`src/rtl/speckle_frame_scanner.sv`:
```
// speckle_frame_scanner
// Walks a programmable rectangular window of a COLS x ROWS pixel RAM. The RAM
// read latency is RD_LAT cycles. Pixels stream out over a valid/ready
// interface with sof/eol/eof markers, in single-shot or continuous mode.
// Reads are credit limited, so the (RD_LAT+1)-entry output FIFO can never
// overflow. A read result is never dropped.
// Optional feature macro: SCAN_STATS_EN adds per-frame statistics: a count
// of pixels above i_umbral and the maximum pixel value. Without it,
// o_above_cnt and o_max are tied to 0.
module speckle_frame_scanner #(
  parameter int COLS        = 24,
  parameter int ROWS        = 24,
  parameter int NB_DATA     = 12,
  parameter int RD_LAT      = 1,
  parameter int NB_RAM_ADDR = $clog2(COLS*ROWS),
  parameter int NB_CNT      = $clog2(COLS*ROWS+1)
) (
  input  logic                       clk,
  input  logic                       rst,
  input  logic                       i_start,
  input  logic                       i_abort,
  input  logic                       i_continuous,
  input  logic [$clog2(ROWS)-1:0]    i_row_first,
  input  logic [$clog2(ROWS)-1:0]    i_row_last,
  input  logic [$clog2(COLS)-1:0]    i_col_first,
  input  logic [$clog2(COLS)-1:0]    i_col_last,
  input  logic [NB_DATA-1:0]         i_umbral,
  output logic                       o_ram_en,
  output logic [NB_RAM_ADDR-1:0]     o_ram_addr,
  input  logic [NB_DATA-1:0]         i_ram_data,
  output logic [NB_DATA-1:0]         o_data,
  output logic                       o_valid,
  input  logic                       i_ready,
  output logic                       o_sof,
  output logic                       o_eol,
  output logic                       o_eof,
  output logic                       o_busy,
  output logic                       o_done,
  output logic                       o_err,
  output logic [NB_CNT-1:0]          o_above_cnt,
  output logic [NB_DATA-1:0]         o_max
);

  localparam int RW    = $clog2(ROWS);
  localparam int CW    = $clog2(COLS);
  localparam int DEPTH = RD_LAT + 1;
  localparam int PW    = $clog2(DEPTH);
  localparam int CNTW  = $clog2(DEPTH + 1);
  localparam int UW    = CNTW + 1;

  typedef enum logic [1:0] {IDLE, SCAN, DRAIN} state_t;

  typedef struct packed {
    logic sof;
    logic eol;
    logic eof;
  } flags_t;

  // Sequencer state and latched window.
  state_t        state_q;
  logic [RW-1:0] row_q, row_first_q, row_last_q;
  logic [CW-1:0] col_q, col_first_q, col_last_q;
  logic          cont_q;
  logic          done_q;
  logic          err_q;

  // Read pipe: one valid bit and one set of markers per read in flight.
  logic [RD_LAT-1:0] pv_q;
  flags_t            pf_q [RD_LAT];

  // Output FIFO.
  logic [NB_DATA-1:0] fd_q [DEPTH];
  flags_t             ff_q [DEPTH];
  logic [PW-1:0]      wr_ptr_q, rd_ptr_q;
  logic [CNTW-1:0]    fcnt_q;

  logic            fifo_valid;
  logic            push;
  logic            pop;
  logic [CNTW-1:0] inflight;
  logic [UW-1:0]   used;
  logic            can_issue;
  logic            win_bad;
  logic            eof_acc;
  flags_t          issue_flags;
  flags_t          head_flags;

  function automatic logic [PW-1:0] ptr_inc(input logic [PW-1:0] p);
    return (p == PW'(DEPTH - 1)) ? '0 : p + 1'b1;
  endfunction

  // Count the reads currently travelling through the RAM latency pipe.
  always_comb begin
    // NOTE: every variable driven here gets a value before any conditional
    // logic, so no latch can be inferred.
    inflight = '0;
    for (int k = 0; k < RD_LAT; k++) begin
      inflight = inflight + CNTW'(pv_q[k]);
    end
  end

  assign fifo_valid = (fcnt_q != '0);
  assign pop        = fifo_valid && i_ready;
  assign push       = pv_q[RD_LAT-1];
  assign head_flags = ff_q[rd_ptr_q];

  // A beat popped this cycle frees its slot in time for a read issued now.
  // This keeps one pixel per cycle under full throughput, and the FIFO still
  // holds every read that lands.
  assign used      = UW'(fcnt_q) + UW'(inflight) - UW'(pop);
  assign can_issue = (used < UW'(DEPTH));

  assign o_ram_en   = (state_q == SCAN) && can_issue && !i_abort;
  assign o_ram_addr = NB_RAM_ADDR'(32'(row_q) * COLS + 32'(col_q));

  assign issue_flags.sof = (row_q == row_first_q) && (col_q == col_first_q);
  assign issue_flags.eol = (col_q == col_last_q);
  assign issue_flags.eof = (col_q == col_last_q) && (row_q == row_last_q);

  assign win_bad = (i_row_first > i_row_last) || (i_col_first > i_col_last) ||
                   (32'(i_row_last) >= ROWS) || (32'(i_col_last) >= COLS);

  assign eof_acc = pop && head_flags.eof && !i_abort;

  // Sequencer: IDLE/SCAN/DRAIN, window walk, done and error pulses.
  always_ff @(posedge clk or posedge rst) begin
    // NOTE: all sequential state is assigned with <= so that every flop
    // samples values from before the clock edge.
    if (rst) begin
      state_q     <= IDLE;
      row_q       <= '0;
      col_q       <= '0;
      row_first_q <= '0;
      row_last_q  <= '0;
      col_first_q <= '0;
      col_last_q  <= '0;
      cont_q      <= 1'b0;
      done_q      <= 1'b0;
      err_q       <= 1'b0;
    end else begin
      done_q <= 1'b0;
      err_q  <= 1'b0;
      if (i_abort) begin
        state_q <= IDLE;
      end else begin
        case (state_q)
          IDLE: begin
            if (i_start) begin
              if (win_bad) begin
                err_q <= 1'b1;
              end else begin
                row_first_q <= i_row_first;
                row_last_q  <= i_row_last;
                col_first_q <= i_col_first;
                col_last_q  <= i_col_last;
                cont_q      <= i_continuous;
                row_q       <= i_row_first;
                col_q       <= i_col_first;
                state_q     <= SCAN;
              end
            end
          end
          SCAN: begin
            if (o_ram_en) begin
              if (issue_flags.eof) begin
                state_q <= DRAIN;
              end else if (issue_flags.eol) begin
                row_q <= row_q + 1'b1;
                col_q <= col_first_q;
              end else begin
                col_q <= col_q + 1'b1;
              end
            end
          end
          DRAIN: begin
            if (eof_acc) begin
              done_q <= 1'b1;
              if (cont_q) begin
                row_q   <= row_first_q;
                col_q   <= col_first_q;
                state_q <= SCAN;
              end else begin
                state_q <= IDLE;
              end
            end
          end
          default: state_q <= IDLE;
        endcase
      end
    end
  end

  // Markers travel with each read for RD_LAT cycles; an abort kills them.
  always_ff @(posedge clk or posedge rst) begin
    if (rst) begin
      pv_q <= '0;
      for (int k = 0; k < RD_LAT; k++) pf_q[k] <= '0;
    end else if (i_abort) begin
      pv_q <= '0;
    end else begin
      pv_q[0] <= o_ram_en;
      pf_q[0] <= issue_flags;
      for (int k = 1; k < RD_LAT; k++) begin
        pv_q[k] <= pv_q[k-1];
        pf_q[k] <= pf_q[k-1];
      end
    end
  end

  // FIFO pointers and occupancy; abort empties the FIFO.
  always_ff @(posedge clk or posedge rst) begin
    if (rst) begin
      wr_ptr_q <= '0;
      rd_ptr_q <= '0;
      fcnt_q   <= '0;
    end else if (i_abort) begin
      wr_ptr_q <= '0;
      rd_ptr_q <= '0;
      fcnt_q   <= '0;
    end else begin
      if (push) wr_ptr_q <= ptr_inc(wr_ptr_q);
      if (pop)  rd_ptr_q <= ptr_inc(rd_ptr_q);
      fcnt_q <= fcnt_q + CNTW'(push) - CNTW'(pop);
    end
  end

  // FIFO storage: capture the RAM word together with its markers.
  always_ff @(posedge clk) begin
    // NOTE: storage has no reset; an entry is only read after it has been
    // written, and the outputs below are masked while the FIFO is empty.
    if (push) begin
      fd_q[wr_ptr_q] <= i_ram_data;
      ff_q[wr_ptr_q] <= pf_q[RD_LAT-1];
    end
  end

  assign o_valid = fifo_valid;
  assign o_data  = fifo_valid ? fd_q[rd_ptr_q] : '0;
  assign o_sof   = fifo_valid && head_flags.sof;
  assign o_eol   = fifo_valid && head_flags.eol;
  assign o_eof   = fifo_valid && head_flags.eof;
  assign o_busy  = (state_q != IDLE);
  assign o_done  = done_q;
  assign o_err   = err_q;

`ifdef SCAN_STATS_EN
  logic [NB_DATA-1:0] umbral_q;
  logic [NB_CNT-1:0]  run_cnt_q, run_cnt_d, above_q;
  logic [NB_DATA-1:0] run_max_q, run_max_d, max_q;
  logic [NB_DATA-1:0] head_data;
  logic               start_ok;

  assign head_data = fd_q[rd_ptr_q];
  assign start_ok  = (state_q == IDLE) && i_start && !i_abort && !win_bad;
  assign run_cnt_d = run_cnt_q + NB_CNT'(head_data > umbral_q);
  assign run_max_d = (head_data > run_max_q) ? head_data : run_max_q;

  // Running statistics per accepted beat, published on the eof handshake.
  always_ff @(posedge clk or posedge rst) begin
    if (rst) begin
      umbral_q  <= '0;
      run_cnt_q <= '0;
      run_max_q <= '0;
      above_q   <= '0;
      max_q     <= '0;
    end else if (!i_abort) begin
      if (start_ok) begin
        umbral_q  <= i_umbral;
        run_cnt_q <= '0;
        run_max_q <= '0;
      end else if (pop) begin
        if (head_flags.eof) begin
          above_q   <= run_cnt_d;
          max_q     <= run_max_d;
          run_cnt_q <= '0;
          run_max_q <= '0;
        end else begin
          run_cnt_q <= run_cnt_d;
          run_max_q <= run_max_d;
        end
      end
    end
  end

  assign o_above_cnt = above_q;
  assign o_max       = max_q;
`else
  logic unused_umbral;
  assign unused_umbral = ^i_umbral;
  assign o_above_cnt   = '0;
  assign o_max         = '0;
`endif

endmodule

```
`config.mk`:
```
export PLATFORM = sky130hd
export DESIGN_NAME = speckle_frame_scanner
export DESIGN_NICKNAME = d
export VERILOG_FILES = /design/src/rtl/speckle_frame_scanner.sv
export SDC_FILE = /design/constraint.sdc
export NUM_CORES = 1
export LEC_CHECK = 0
export CORE_MARGIN = 10
export CORE_UTILIZATION = 25
export CTS_CLUSTER_DIAMETER = 50
export DETAILED_ROUTE_END_ITERATION = 8
export PLACE_DENSITY = 0.44
export SLEW_MARGIN = 20
export SYNTH_ARGS = -nofsm -noshare
export SYNTH_HDL_FRONTEND = slang
export SYNTH_SLANG_ARGS = --single-unit
```
`constraint.sdc`:
```
create_clock -name clk -period 4.6 [get_ports clk]
set_clock_uncertainty 0.2 [all_clocks]
set_input_delay 1.15 -clock clk [delete_from_list [all_inputs] [get_ports clk]]
set_output_delay 1.15 -clock clk [all_outputs]
set_load 0.01 [all_outputs]
```
==> results of run 1 <==
## metal layers
| metal | vias to the layer above | share of wire [%] | global-route usage, % |
|---|---|---|---|
| met1 | 1438 | 45 | 11.4 |
| met2 | 70 | 47 | 16.0 |
| li1 | 1491 | - | - |
| met5 | - | 0 | 0 |
| met3 | 14 | 5.7 | 3.33 |
| met4 | 0 | 1.4 | 3.61 |
## worst max-delay path, delay by kind of cell
family	cells	cell delay [ps]
buffers and inverters	3	690
AND/OR/NAND/NOR	2	330
adder cells (fa/ha/maj)	2	520
XOR/XNOR	2	340
AO/OA/AOI/OAI	1	90
## worst min path at each step
stage                        from          to  cells after the start
after global placement    pf_q[0]  ff_q[0][0]                      0
after detailed placement  pf_q[2]  ff_q[0][2]                      0
after CTS                 pf_q[2]  ff_q[0][2]                      0
final                     pf_q[2]  ff_q[0][2]                      0
after floorplan           pf_q[0]  ff_q[0][0]                      0
after global routing      pf_q[2]  ff_q[0][2]                      0
## cell families (layout without fill, tap and decap cells)
family	count (synthesis)	in the layout	share of synthesized area (%)
and+or+nand+nor	102	102	10.7
DFF	73	73	46.3
buffers and inverters	64	120	8.11
AOI/OAI and AO/OA	63	63	9.87
xor gates and xnor gates	37	37	7.76
muxes	34	34	8.49
adders and majority gates	28	28	8.72
other	1	22	0.0877
## sequential cells by signal (all words and copies together), names as in the netlist, 2 cells and up
register and count:
fd_q 24, ff_q 6, col_first_q 5, col_last_q 5, col_q 5, row_first_q 5, row_last_q 5, row_q 5
pf_q 3, fcnt_q 2, state_q 2
## cells in the mapped netlist (3+ instances only)
cell type and number:
sky130_fd_sc_hd__mux2i_1 16, sky130_fd_sc_hd__dfrtp_1 43, sky130_fd_sc_hd__edfxtp_1 30, sky130_fd_sc_hd__a21oi_1 12, sky130_fd_sc_hd__a22oi_1 3, sky130_fd_sc_hd__a21o_1 4
sky130_fd_sc_hd__inv_1 22, sky130_fd_sc_hd__nor2b_1 3, sky130_fd_sc_hd__mux2_2 17, sky130_fd_sc_hd__buf_2 4, sky130_fd_sc_hd__a41oi_1 3, sky130_fd_sc_hd__nor2_1 38
sky130_fd_sc_hd__fa_1 3, sky130_fd_sc_hd__o41ai_1 3, sky130_fd_sc_hd__o21ai_0 22, sky130_fd_sc_hd__xnor2_1 21, sky130_fd_sc_hd__nor3_1 4, sky130_fd_sc_hd__xor2_1 15
sky130_fd_sc_hd__ha_1 25, sky130_fd_sc_hd__clkbuf_1 11, sky130_fd_sc_hd__nand3_1 10, sky130_fd_sc_hd__nand2_1 31, sky130_fd_sc_hd__buf_4 25
## power by group
part / switching, µW / internal [µW] / total (µW)
clock network: 268 / 419 / 686
logic: 942 / 1040 / 1980
registers: 224 / 873 / 1100
total: 1430 / 2330 / 3760
## layout by cell type, fill, tap and decap left out, types with 14 or more instances in the layout
cell	Yosys	layout
sky130_fd_sc_hd__buf_4	25	15
sky130_fd_sc_hd__clkdlybuf4s50_1	0	66
sky130_fd_sc_hd__conb_1	1	22
sky130_fd_sc_hd__dfrtp_1	43	42
sky130_fd_sc_hd__edfxtp_1	30	30
sky130_fd_sc_hd__ha_1	25	25
sky130_fd_sc_hd__inv_1	22	22
sky130_fd_sc_hd__mux2_2	17	17
sky130_fd_sc_hd__mux2i_1	16	16
sky130_fd_sc_hd__nand2_1	31	31
sky130_fd_sc_hd__nor2_1	38	38
sky130_fd_sc_hd__o21ai_0	22	21
sky130_fd_sc_hd__xnor2_1	21	20
sky130_fd_sc_hd__xor2_1	15	14
## cell type report
| cell class | count | area, µm² | area share (%) |
|---|---|---|---|
| clock buffer | 11 | 233 | 4.27 |
| clock inverter | 5 | 56.3 | 1.03 |
| inverter | 22 | 82.6 | 1.51 |
| multi-input combinational | 286 | 2050 | 37.6 |
| sequential | 73 | 1980 | 36.3 |
| tap | 220 | 275 | 5.05 |
| timing repair buffer | 82 | 778 | 14.3 |
## timing repair
item,CTS,global route
setup endpoints to repair,1,2
resized for setup,4,6
setup buffers,0,2
pin swaps,0,3
## metrics by stage
step | setup TNS, ps | area (µm²) | utilization (%) | hold WS (ps) | std cells
after floorplan | 0 | 4350 | - | 242 | 423
after global routing | -37.2 | 5460 | 32.8 | 287 | 699
after CTS | 0 | 5430 | 32.6 | 268 | 697
after global placement | -328 | 5130 | 30.8 | 251 | 681
final | 0 | 5460 | 32.8 | 268 | 699
after detailed placement | -392 | 5130 | 30.8 | 255 | 681
==> run metrics, run 1 <==
setup slack, reg-to-reg 1220 ps; layout cell share with drive strength beyond 1 11.9%; starting utilization of the core area 25.7%; vias in the first global route 3184; Ports 102; routed wirelength normalized by instance count 15.3 µm; warning count from the yosys run 0; worst setup path end o_ram_en; CTS tree yes; result of the run finished, final reports clean; Total Routed Length 10700 µm; headroom to the max-slew limit 50.0%; maximum number of pins on one net before global-route repair 32; Detail Route Antenna Nets 0; via total after detailed routing 3013; register area share after synthesis 46.3%; slew at the pin with the worst max-slew slack 749 ps; Cell variety after synth 52; clk sink count 73; PwrDens 690 nW/µm²; total of buffers placed on input and output ports 67; CTS clock-pin slew for the worst setup and hold paths 50 ps; routability cong. 0.795; gr ovfl total 0; Total Nets Final 552; detailed router's first-iteration violation count 137; length in cells of the worst reg-to-reg path 12; Reg2Reg Capture Point row_q[4]; Yosys top cell area share 25.2%; detail-routed via count per cell 4.31; worst voltage drop across the vdd grid 0.275 mV; count of standard-cell rows 47; number of enable flip-flop cells after synthesis 30; setup repair after global routing missed its margin yes; latest clock arrival within the worst-skew pair 350 ps; worst hold path class reg -> reg; Leak Pwr 0.00221 µW; post-synthesis instance total 402; slowest library cell on the worst path sky130_fd_sc_hd__clkdlybuf4s50_1; crit start category input port; endpoint class of the critical path primary output; area growth from synthesis to layout 27.6%; Crit Path Category in -> out; WP data required 3250 ps; Yosys top cell by area sky130_fd_sc_hd__dfrtp_1; Longest Clk Path Bufs 2; die height 151 µm; post-route minimum period 4460 ps; most area-consuming cells after synthesis sky130_fd_sc_hd__dfrtp_1 (25%), sky130_fd_sc_hd__edfxtp_1 (21%), sky130_fd_sc_hd__ha_1 (7.3%); launch instance of the worst register-to-register path fcnt_q[1]; deepest level of the CTS H-tree 3; max-cap viol count 0; DRC violation count after routing 0; number of endpoints failing setup at the final stage 0; Slew Limit Fails 0; total half-perimeter wirelength after legalization and detailed placement 8130 µm; most instantiated flip-flop cell in the synthesis netlist sky130_fd_sc_hd__dfrtp_1; #FFs+latches synth 73; total of fill cells in the finished design 1705; initial antenna violation count 0; TritonCTS buffer count 9; Worst Path Arrival 3110 ps; launch point of the worst path i_ready; fin crit share 97.0%; aggregate global-route resource usage 9.69%; highest fanout seen on the critical path 2; maximum cell stage delay along the critical path 460 ps; clock root buffer sky130_fd_sc_hd__clkbuf_16; Total Die Area 22700 µm²; wire length of the first global-routing pass 17000 µm; detailed-router iteration count before antenna repair 4; CTS Hold Buffers Added 0; pre-CTS setup slack -392 ps; synthesized area per cell 10.6 µm²; cell-by-cell trace of the critical path clkdlybuf4s50_1, o21ai_1, xnor2_1, ha_1, inv_1, fa_2, xnor2_2, nand2_1, nor3_2, buf_2; Final Hold Vio Count 0; diodes inserted 0; Worst Slack Setup Final 138 ps; Max Freq 224 MHz; die outline width 151 µm; post-layout power 3760 µW; Post-Syn Area 4270 µm²; placeable core area 16600 µm²; Async SR Flop Fraction 58.9%
Note: power is estimated with default switching activity, not from simulation.
==> inputs of run 2 (changes only) <==
Settings changed: CORE_UTILIZATION 25 to 50, PLACE_DENSITY 0.44 to 0.78.
==> run 2 against run 1 <==
Register-to-register slack lost 120 ps. Sequential power is essentially flat. Clock power shrank 23%. Sequential share of layout area grew 1.8 points.
==> run metrics, run 2 (synthesis results as in run 1) <==
total of fill cells in the finished design 692 (was 1705); Worst Hold Depth 0 (unchanged); latest clock arrival within the worst-skew pair 350 ps (about the same); routed wirelength normalized by instance count 16.1 µm (was 15.3 µm); detail-routed via count per cell 5.17 (was 4.31); commonest non-fill, non-tap cells in the layout sky130_fd_sc_hd__clkdlybuf4s50_1 (66), sky130_fd_sc_hd__dfrtp_1 (42), sky130_fd_sc_hd__nor2_1 (38) (unchanged); initial antenna violation count 0 (unchanged); Final Hold Vio Count 0 (unchanged); post-route core utilization 63.0% (was 32.8%); Worst Path Arrival 3090 ps (was 3110 ps); Total Nets Final 547 (was 552); result of the run finished, final reports clean (unchanged); Longest Clk Path Bufs 2 (unchanged); max FFs per register 24 (unchanged); clk sink count 73 (unchanged); largest registers fd_q (24), ff_q (6) (unchanged); area growth from synthesis to layout 21.6% (was 27.6%); total of buffers placed on input and output ports 67 (unchanged); gr ovfl total 0 (unchanged); clock root buffer sky130_fd_sc_hd__clkbuf_8 (was sky130_fd_sc_hd__clkbuf_16); placeable core area 8260 µm² (was 16600 µm²); Total Routed Length 9330 µm (was 10700 µm); Crit Path Category reg -> out (was in -> out); aggregate global-route resource usage 15.0% (was 9.69%); WP data required 3250 ps (about the same); endpoint class of the critical path primary output (unchanged); post-route minimum period 4440 ps (was 4460 ps); worst voltage drop across the vdd grid 0.264 mV (was 0.275 mV); Leak Pwr 0.00215 µW (was 0.00221 µW); Detail Route Antenna Nets 0 (unchanged); wire length of the first global-routing pass 15700 µm (was 17000 µm); Ports 102 (unchanged); most common cell after layout, fill and taps aside sky130_fd_sc_hd__clkdlybuf4s50_1 (unchanged); maximum number of pins on one net before global-route repair 44 (was 32); PwrDens 688 nW/µm² (was 690 nW/µm²); fin crit share 96.4% (was 97.0%); die height 112 µm (was 151 µm); vias in the first global route 3190 (was 3184); detailed router's first-iteration violation count 211 (was 137); CTS Hold Buffers Added 0 (unchanged); detailed-router iteration count before antenna repair 4 (unchanged); Max Freq 225 MHz (was 224 MHz); crit start category flip-flop (was input port); CTS tree yes (unchanged); starting utilization of the core area 51.8% (was 25.7%); DRC violation count after routing 0 (unchanged); number of endpoints failing setup at the final stage 0 (unchanged); deepest level of the CTS H-tree 3 (unchanged); post-layout power 3580 µW (was 3760 µW); via total after detailed routing 2996 (was 3013); routability cong. 0.855 (was 0.795); CTS clock-pin slew for the worst setup and hold paths 80 ps (was 50 ps); Most flops, register fd_q (unchanged); total half-perimeter wirelength after legalization and detailed placement 7100 µm (was 8130 µm); Slew Limit Fails 0 (unchanged); worst hold path class reg -> reg (unchanged); count of standard-cell rows 33 (was 47); headroom to the max-slew limit 32.5% (was 50.0%); slew at the pin with the worst max-slew slack 1010 ps (was 749 ps); setup repair after global routing missed its margin no (was yes); diodes inserted 0 (unchanged); highest fanout seen on the critical path 6 (was 2); die outline width 112 µm (was 151 µm); TritonCTS buffer count 9 (unchanged); Total Die Area 12600 µm² (was 22700 µm²); max-cap viol count 0 (unchanged); layout cell share with drive strength beyond 1 11.4% (was 11.9%); length in cells of the worst reg-to-reg path 12 (unchanged)
==> run 2: cell types whose count changed in the layout (fill, tap and decap cells not counted), sizes merged <==
| cell | delta |
|---|---|
| buf | -5 |
| clkinv | -2 |
| clkinvlp | +1 |
| inv | +1 |
==> run 2: what timing repair did <==
item / 4_1_cts / 5_1_grt
setup buffers: 0 / 1
hold endpoints to repair: 0 / 0
gates resized for setup: 5 / 5
cloned: 0 / 0
pin swaps: 0 / 1
setup endpoints to repair: 1 / 2
==> run 2: metrics by stage <==
| step | TNS (ps) | area (µm²) | setup slack, ps | cells | hold slack, ps |
|---|---|---|---|---|---|
| after floorplan | 0 | 4350 | 669 | 423 | 242 |
| after global placement | -269 | 4960 | -269 | 562 | 250 |
| after detailed placement | -296 | 4960 | -296 | 562 | 257 |
| after CTS | 0 | 5180 | 6.05 | 578 | 276 |
| after global routing | 0 | 5200 | 23.9 | 579 | 291 |
| final | 0 | 5200 | 164 | 579 | 273 |
==> run 2: cell type report <==
| cell class | instances | area [µm²] | share of cell area, % |
|---|---|---|---|
| timing repair buffer | 77 | 741 | 14.2 |
| sequential | 73 | 1980 | 38.1 |
| inverter | 22 | 82.6 | 1.59 |
| clock buffer | 11 | 151 | 2.91 |
| tap | 105 | 131 | 2.53 |
| clock inverter | 5 | 62.6 | 1.20 |
| multi-input combinational | 286 | 2050 | 39.5 |
==> run 2: power breakdown <==
group          leakage, µW  switching [µW]  total (µW)  internal (µW)
combinational      0.00123             908        1930           1020
clock             0.000102             246         529            283
sequential        0.000814             253        1120            870
total              0.00215            1410        3580           2170
==> run 2: path summary, 6_finish.rpt <==
path | slack (ps) | start | endpoint
max | 160 | row_q[1] | o_ram_addr[9]
min | 270 | pf_q[0] | ff_q[1][0]
max reg2reg | 1100 | fcnt_q[1] | row_q[4]
min reg2reg | 270 | pf_q[0] | ff_q[1][0]
max in group asynchronous | 2770 | rst | row_q[1]
min in group asynchronous | 1030 | rst | wr_ptr_q
==> run 2: critical path, cell delays in order, from the launching register on <==
cell                              delay, ps
sky130_fd_sc_hd__dfrtp_2                480
sky130_fd_sc_hd__ha_2                   240
sky130_fd_sc_hd__fa_1                   440
sky130_fd_sc_hd__xor2_2                 230
sky130_fd_sc_hd__and3_1                 260
sky130_fd_sc_hd__nand2_1                120
sky130_fd_sc_hd__o21a_1                 210
sky130_fd_sc_hd__a211o_1                270
sky130_fd_sc_hd__clkdlybuf4s50_1        500
==> run 2: metal layers <==
| layer | GRT usage [%] | vias to the layer above | wire (µm) |
|---|---|---|---|
| met5 | 0 | - | 0 |
| met4 | 4.74 | 0 | 137 |
| met3 | 4.53 | 14 | 515 |
| met2 | 24.9 | 92 | 4540 |
| met1 | 18.2 | 1414 | 4140 |
| li1 | - | 1476 | - |
